`src/rtl/ps2_scan_decoder.sv`:
```
// rtl/ps2_scan_decoder.sv - PS/2 keyboard frame receiver and make/break parser.
// Optional mid-frame idle timeout is enabled by defining PS2_TIMEOUT_EN.
module ps2_scan_decoder #(
    parameter int PRESS_CNT_W    = 8,
    parameter int TIMEOUT_CYCLES = 50000
) (
    input  logic                   clk,
    input  logic                   rst,
    input  logic                   ps2_clk,
    input  logic                   ps2_data,
    output logic [7:0]             scan_code,
    output logic                   key_valid,
    output logic [PRESS_CNT_W-1:0] press_count,
    output logic                   new_press,
    output logic                   frame_err
);
    localparam logic [0:0] ST_MAKE  = 1'b0;
    localparam logic [0:0] ST_BREAK = 1'b1;

    logic       clk_s1, clk_s2, clk_prev;
    logic       data_s1, data_s2;
    logic       fall;
    logic [3:0] bit_idx;
    logic [9:0] frame_bits;
    logic [0:0] state;
    logic       frame_done, frame_ok, timeout;
    logic [7:0] rx_byte;

    // Synchronisers reset to 1 so an idle line does not look like an edge.
    always_ff @(posedge clk or posedge rst) begin
        if (rst) begin
            clk_s1   <= 1'b1;
            clk_s2   <= 1'b1;
            clk_prev <= 1'b1;
            data_s1  <= 1'b1;
            data_s2  <= 1'b1;
        end else begin
            clk_s1   <= ps2_clk;
            clk_s2   <= clk_s1;
            clk_prev <= clk_s2;
            data_s1  <= ps2_data;
            data_s2  <= data_s1;
        end
    end

    assign fall       = clk_prev & ~clk_s2;
    assign frame_done = fall && (bit_idx == 4'd10);
    assign rx_byte    = frame_bits[8:1];
    // Start low, odd parity over data+parity, stop (the bit being sampled now) high.
    assign frame_ok   = ~frame_bits[0] & (^frame_bits[9:1]) & data_s2;

`ifdef PS2_TIMEOUT_EN
    localparam int TO_W = $clog2(TIMEOUT_CYCLES + 1);
    logic [TO_W-1:0] to_cnt;

    assign timeout = !fall && (bit_idx != 4'd0) && (to_cnt == TO_W'(TIMEOUT_CYCLES));

    always_ff @(posedge clk or posedge rst) begin
        if (rst) begin
            to_cnt <= '0;
        end else if (fall || timeout) begin
            to_cnt <= '0;
        end else if (bit_idx != 4'd0) begin
            to_cnt <= to_cnt + 1'b1;
        end
    end
`else
    assign timeout = 1'b0;
`endif

    always_ff @(posedge clk or posedge rst) begin
        if (rst) begin
            bit_idx    <= 4'd0;
            frame_bits <= '0;
        end else if (timeout) begin
            bit_idx <= 4'd0;
        end else if (fall) begin
            if (bit_idx == 4'd10) begin
                bit_idx <= 4'd0;
            end else begin
                frame_bits[bit_idx] <= data_s2;
                bit_idx             <= bit_idx + 4'd1;
            end
        end
    end

    always_ff @(posedge clk or posedge rst) begin
        if (rst) begin
            state       <= ST_MAKE;
            scan_code   <= 8'h00;
            key_valid   <= 1'b0;
            press_count <= '0;
            new_press   <= 1'b0;
            frame_err   <= 1'b0;
        end else begin
            new_press <= 1'b0;
            frame_err <= timeout;
            if (frame_done) begin
                if (!frame_ok) begin
                    frame_err <= 1'b1;
                end else if (rx_byte != 8'hE0) begin
                    if (state == ST_MAKE) begin
                        if (rx_byte == 8'hF0) begin
                            state <= ST_BREAK;
                        end else if (!(key_valid && rx_byte == scan_code)) begin
                            scan_code   <= rx_byte;
                            key_valid   <= 1'b1;
                            press_count <= press_count + 1'b1;
                            new_press   <= 1'b1;
                        end
                    end else begin
                        if (rx_byte == scan_code) begin
                            key_valid <= 1'b0;
                        end
                        state <= ST_MAKE;
                    end
                end
            end
        end
    end
endmodule
```
`config.mk`:
```
export PLATFORM = sky130hd
export DESIGN_NAME = ps2_scan_decoder
export DESIGN_NICKNAME = d
export VERILOG_FILES = /design/src/rtl/ps2_scan_decoder.sv
export SDC_FILE = /design/constraint.sdc
export NUM_CORES = 1
export LEC_CHECK = 0
export CAP_MARGIN = 20
export CELL_PAD_IN_SITES_DETAIL_PLACEMENT = 1
export CELL_PAD_IN_SITES_GLOBAL_PLACEMENT = 1
export CORE_ASPECT_RATIO = 0.5
export CORE_MARGIN = 10
export CORE_UTILIZATION = 35
export DETAILED_ROUTE_END_ITERATION = 8
export PLACE_DENSITY_LB_ADDON = 0.05
export SLEW_MARGIN = 20
export SYNTH_ARGS = -nofsm -noshare
export SYNTH_HDL_FRONTEND = slang
export SYNTH_SLANG_ARGS = --single-unit
```
`constraint.sdc`:
```
create_clock -name clk -period 6.9 [get_ports clk]
set_input_delay 1.725 -clock clk [delete_from_list [all_inputs] [get_ports clk]]
set_output_delay 1.725 -clock clk [all_outputs]
set_load 0.01 [all_outputs]
```
=== Word-level counts from Yosys, hierarchy flattened ===
Cells that the tools add are included.

* Output and inout bits: 19
* Register bits after elaboration: 39
* Input bits: 4
* Logic and storage cells: 59

* Equal/unequal tests: 7
* Add/subtract/negate cells: 2
* Reductions and logical operators: 8
* Magnitude comparators: 2
* Muxes and demuxes: 18
* Bitwise logic cells: 9

{| class="wikitable"
|+ Operator list
! cell !! number
|-
| 1-bit 2-to-1 mux || 15
|-
| 6-bit AND reduction || 2
|-
| 10-bit bitwise mux || 1
|-
| 9-bit XOR reduction || 1
|-
| 8-bit by 1-bit adder with 8-bit output (second input constant) || 1
|-
| 8-bit equality test || 1
|-
| 8-bit equality test (second input constant) || 1
|-
| 8-bit inequality test (second input constant) || 1
|-
| 1-bit NOT || 6
|-
| 4-bit by 5-bit < comparator with 1-bit output (second input constant) || 1
|-
| 4-bit by 1-bit adder with 4-bit output (second input constant) || 1
|-
| 1-bit demux with 4-bit select || 1
|-
| 4-bit equality test (second input constant) || 1
|-
| 4-bit by 1-bit >= comparator with 1-bit output (second input constant) || 1
|-
| 4-bit 2-to-1 mux || 1
|-
| 2-bit inequality test (second input constant) || 2
|-
| 1-bit bitwise AND || 3
|-
| 1-bit logical AND || 3
|-
| 3-bit AND reduction || 1
|-
| 2-bit by 1-bit inequality test with 1-bit output (second input constant) || 1
|-
| 2-bit AND reduction || 1
|}

=== Longest topological paths before layout ===
* Depth in word-level cells: 8
* Depth in mapped cells: 7
* Mapped depth without buffers: 7

=== Worst setup path before layout ===
OpenSTA, ideal clock, no wires.

* Path kind: register to register
* From: reg frame_bits[1]
* To: reg press_count[1]
* Path slack: 4566 ps
* Setup time: 125 ps
* Stages on the path, launching flop included: 8
* Arrival: 2209 ps
* Buffers on the path: 0
* Data required time: 6775 ps
* Period minus slack after synthesis: 2334 ps
* Path through: dfrtp_1 inv_1 ha_1 xnor3_2 xnor2_2 nor4_4 nand3_4 mux2_2

* Longest elaborated chain between the ends: 4
* Elaborated cells on any way between the ends: 10
* Classes of those cells: eq/ne: 3; bitwise: 4; reduce/logical: 3

{| class="wikitable"
|+ Ends and longest elaborated chain
! element !! RTL line !! source
|-
| start: declaration || 24 || <nowiki>logic [9:0] frame_bits;</nowiki>
|-
| start signal: indexed assignment || 81 || <nowiki>frame_bits[bit_idx] <= data_s2;</nowiki>
|-
| 9-bit XOR reduction or 8-bit equality test (tied branches) || 50, 105 ||
|-
| 1-bit bitwise AND or 1-bit logical AND (tied branches) || 50, 105 ||
|-
| 1-bit bitwise AND or 1-bit NOT (tied branches) || - ||
|-
| 6-bit AND reduction (no source line) * || - ||
|-
| end signal: assignment || 108 || <nowiki>press_count <= press_count + 1'b1;</nowiki>
|-
| end: declaration || 13 || <nowiki>output logic [PRESS_CNT_W-1:0] press_count,</nowiki>
|}

Mark *: on every way between the ends. The rest lies on a longest branch, timed or not.
A chain may end at the register's enable or synchronous reset.

=== Final worst setup path ===
* From: reg key_valid
* To: out key_valid

{| class="wikitable"
|+ RTL lines
! element !! RTL line !! source
|-
| start: declaration || 12 || <nowiki>output logic key_valid,</nowiki>
|-
| start signal: assignment || 91 || <nowiki>key_valid <= 1'b0;</nowiki>
|-
| start signal: assignment || 107 || <nowiki>key_valid <= 1'b1;</nowiki>
|-
| start signal: assignment || 113 || <nowiki>key_valid <= 1'b0;</nowiki>
|}

No word-level cell between the ends.

==> results.md <==
- Crit path buffers/inverters: 1
- Sink Count: 39
- Die area: 8860 sq um
- CP Class: flop to output pin
- WL met1: 1.84 mm
- Cts repair resizes: 0
- Detailed placement HPWL: 2.84 mm
- Die extent in x: 124 microns
- Internal power: 0.000570 W
- Post-CTS Hold Buffers: 0
- IO Pins: 23
- Synth warn: 0
- Cell variety after synth: 33
- Clock latency on the worst-skew pair: 0.28 ns
- Number of fill cells in the layout: 558
- Syn nets: 164
- Register bit total from synthesis: 39
- RePlAce Congestion: 0.726
- Routed Wire Length: 3.73 mm
- Area of the multi-input gates: 851 sq um
- Crit-path leading delay family: buffers and inverters
- Gate Count Post-Synth: 154
- WL per Instance: 14.7 microns
- Seq/Total Area, Yosys: 52.4%
- Setup_tns: 0 ns
- CP arrival: 1.25 ns
- Cell taking the most area after synthesis: dfrtp_1
- Final Critical Period: 2.97 ns
- Worst-Margin Slew: 0.542 ns
- Synth area leaders: dfrtp_1, mux2_2, dfstp_2, xor2_1, ha_1
- Clock slew at reported path FFs: 0.08 ns
- Worst ir drop on vdd: 0.155 mV
- Class of the worst hold path: flop to flop
- P&R area growth vs syn: 22.3%
- Critical Path RT: 5.18 ns
- Share of the synthesized area in the top cell type: 45.4%
- Relative slew slack: 63.6%
- Crit-path max cell delay: 0.56 ns
- Drt initial violations: 55
- Nets: 192
- CP Capture Type: output pin
- CP max FO: 4
- Pin count of the biggest net entering global routing: 40
- Max-cap viol count: 0
- First-pass iteration count of the detailed router: 4
- Mean Syn Cell Area: 12.2 sq um
- GRT overflow: 0
- Final worst-path cycle share: 43.1%
- Clk buf depth: 2
- Core footprint: 5040 sq um
- Initial antenna violation count: 0
- Combinational fraction of design power: 39.1%
- Total GRT Usage: 9.01%
- CP Launch Type: flop
- Highest routed layer: met4
- Critical path's slowest cell: clkdlybuf4s50_1
- Net switching power: 0.000318 W
- Vias in the first global route: 1292
- Worst-case clock skew: 0.00719 ns
- Final hold vios: 0
- Clk pwr share: 20.9%
- Most frequent cells in the layout: dfrtp_1, clkdlybuf4s50_1, mux2_2
- Status: finished, final reports clean
- Vias/cell: 4.91
- Final setup viols: 0
- Via count: 1243
- Fin. max-slew vios: 0
- Fmax: 336 MHz
- Root Buffer: clkbuf_8
- First-pass GRT wire length: 6.43 mm
- RSZ-0062 raised after global routing: no
- Sequential power share: 40.0%
- Hold slack: 0.360 ns
- Commonest non-fill, non-tap cell in the layout: dfrtp_1
- Share of layout cells above drive strength 1: 22.4%
- # DRC: 0
- Post-CTS Setup Inserts: 0
- Mapped Area: 1880 sq um
- Number of I/O port buffers: 22
- Final ANT Viol Nets: 0
- Initial core utilization: 37.2%
- Inserted Diodes: 0
- Pwr per Cell Area: 387 nW/um^2
- Total chip power: 0.000888 W
- CTS tree: done
- Storage element area: 982 sq um
- Critical-path cell list: clkdlybuf4s50_1
- TritonCTS Buffers: 5
- Met3 wire len: 210 microns
- Routed met2 length: 1.67 mm
- Pleak: 1.04 nW
- H-tree depth: 2
- Die span in y: 71.8 microns
- Row cnt: 18
- Sw Share: 35.8%
[power groups by stage]
stage | Combinational, W | Clock (W) | Sequential [W]
floorplan | 0.000266 | 0 | 0.000340
global placement | 0.000346 | 0 | 0.000356
detailed placement | 0.000349 | 0 | 0.000360
CTS | 0.000352 | 0.000192 | 0.000356
global route | 0.000383 | 0.000208 | 0.000367
finish | 0.000347 | 0.000186 | 0.000355
[flip-flops by register name, summed over array words and instances (netlist names)]
signal,count
state,1
clk_s2,1
frame_bits,10
clk_prev,1
frame_err,1
data_s2,1
clk_s1,1
data_s1,1
scan_code,8
key_valid,1
press_count,8
new_press,1
bit_idx,4
[metrics by stage]
step	instances	cell area, sq um	util [%]	setup slack (ns)
2_1_floorplan	154	1880	-	4.29
3_3_place_gp	245	2180	43.3	4.24
3_5_place_dp	245	2180	43.3	4.22
4_1_cts	253	2290	45.5	3.91
5_1_grt	253	2290	45.5	3.86
6_report	253	2290	45.5	3.93
[cell usage after synthesis]
master    instances
ha_1              6
dfstp_2           5
o2111a_1          1
and2b_4           1
xnor2_2           1
nand3_4           1
dfrtp_1          34
nand2_1           8
a21o_1            1
xor2_1            9
o21ai_0           6
a21oi_1           3
nand3_1           9
nand4_1           5
and2b_2           2
nor2b_1           1
inv_1             9
nor4_1            2
nor4_4            1
nand2b_1          2
o41ai_1           1
and4_1            1
xnor2_1           8
mux2_2           19
xnor3_2           1
and2_1            1
nor3_1            5
nor2_1            3
and4bb_2          1
clkbuf_1          1
buf_2             1
nand3b_1          1
and3_1            4
[area by class of cell]
| class | instances | share of cell area, % |
|---|---|---|
| clock buffers | 5 | 3.00 |
| clock inverters | 3 | 1.91 |
| inverters | 9 | 1.47 |
| multi-input cells | 104 | 37.1 |
| flip-flops and latches | 39 | 42.8 |
| well taps | 70 | 3.82 |
| repair buffers | 23 | 9.92 |
[final timing paths]
check                           slack (ns)              to           from  depth (start not counted)
max in group asynchronous             4.68        clk_prev            rst                          3
worst max-delay path                  3.93       key_valid      key_valid                          1
worst max register to register        4.26    scan_code[2]  frame_bits[2]                          7
worst min-delay path                  0.36          clk_s2         clk_s1                          0
min in group asynchronous             1.86  press_count[0]            rst                          3
worst min register to register        0.36          clk_s2         clk_s1                          0
[cells by family after synthesis]
kind of cell             Yosys count  share of synthesized area (%)
AO/OA/AOI/OAI                     12                           3.87
XOR/XNOR                          19                           10.1
adder cells (fa/ha/maj)            6                           4.00
buffers and inverters             11                           2.27
flip-flops                        39                           52.4
multiplexers                      19                           11.4
AND/OR/NAND/NOR                   48                           16.0
[metal layers]
layer | up-vias | GRT usage, %
met2 | 16 | 14.2
met3 | 2 | 3.28
met4 | 0 | 1.93
met5 | - | 0
met1 | 628 | 11.6
li1 | 597 | -
Note: power is estimated with default switching activity, not from simulation.
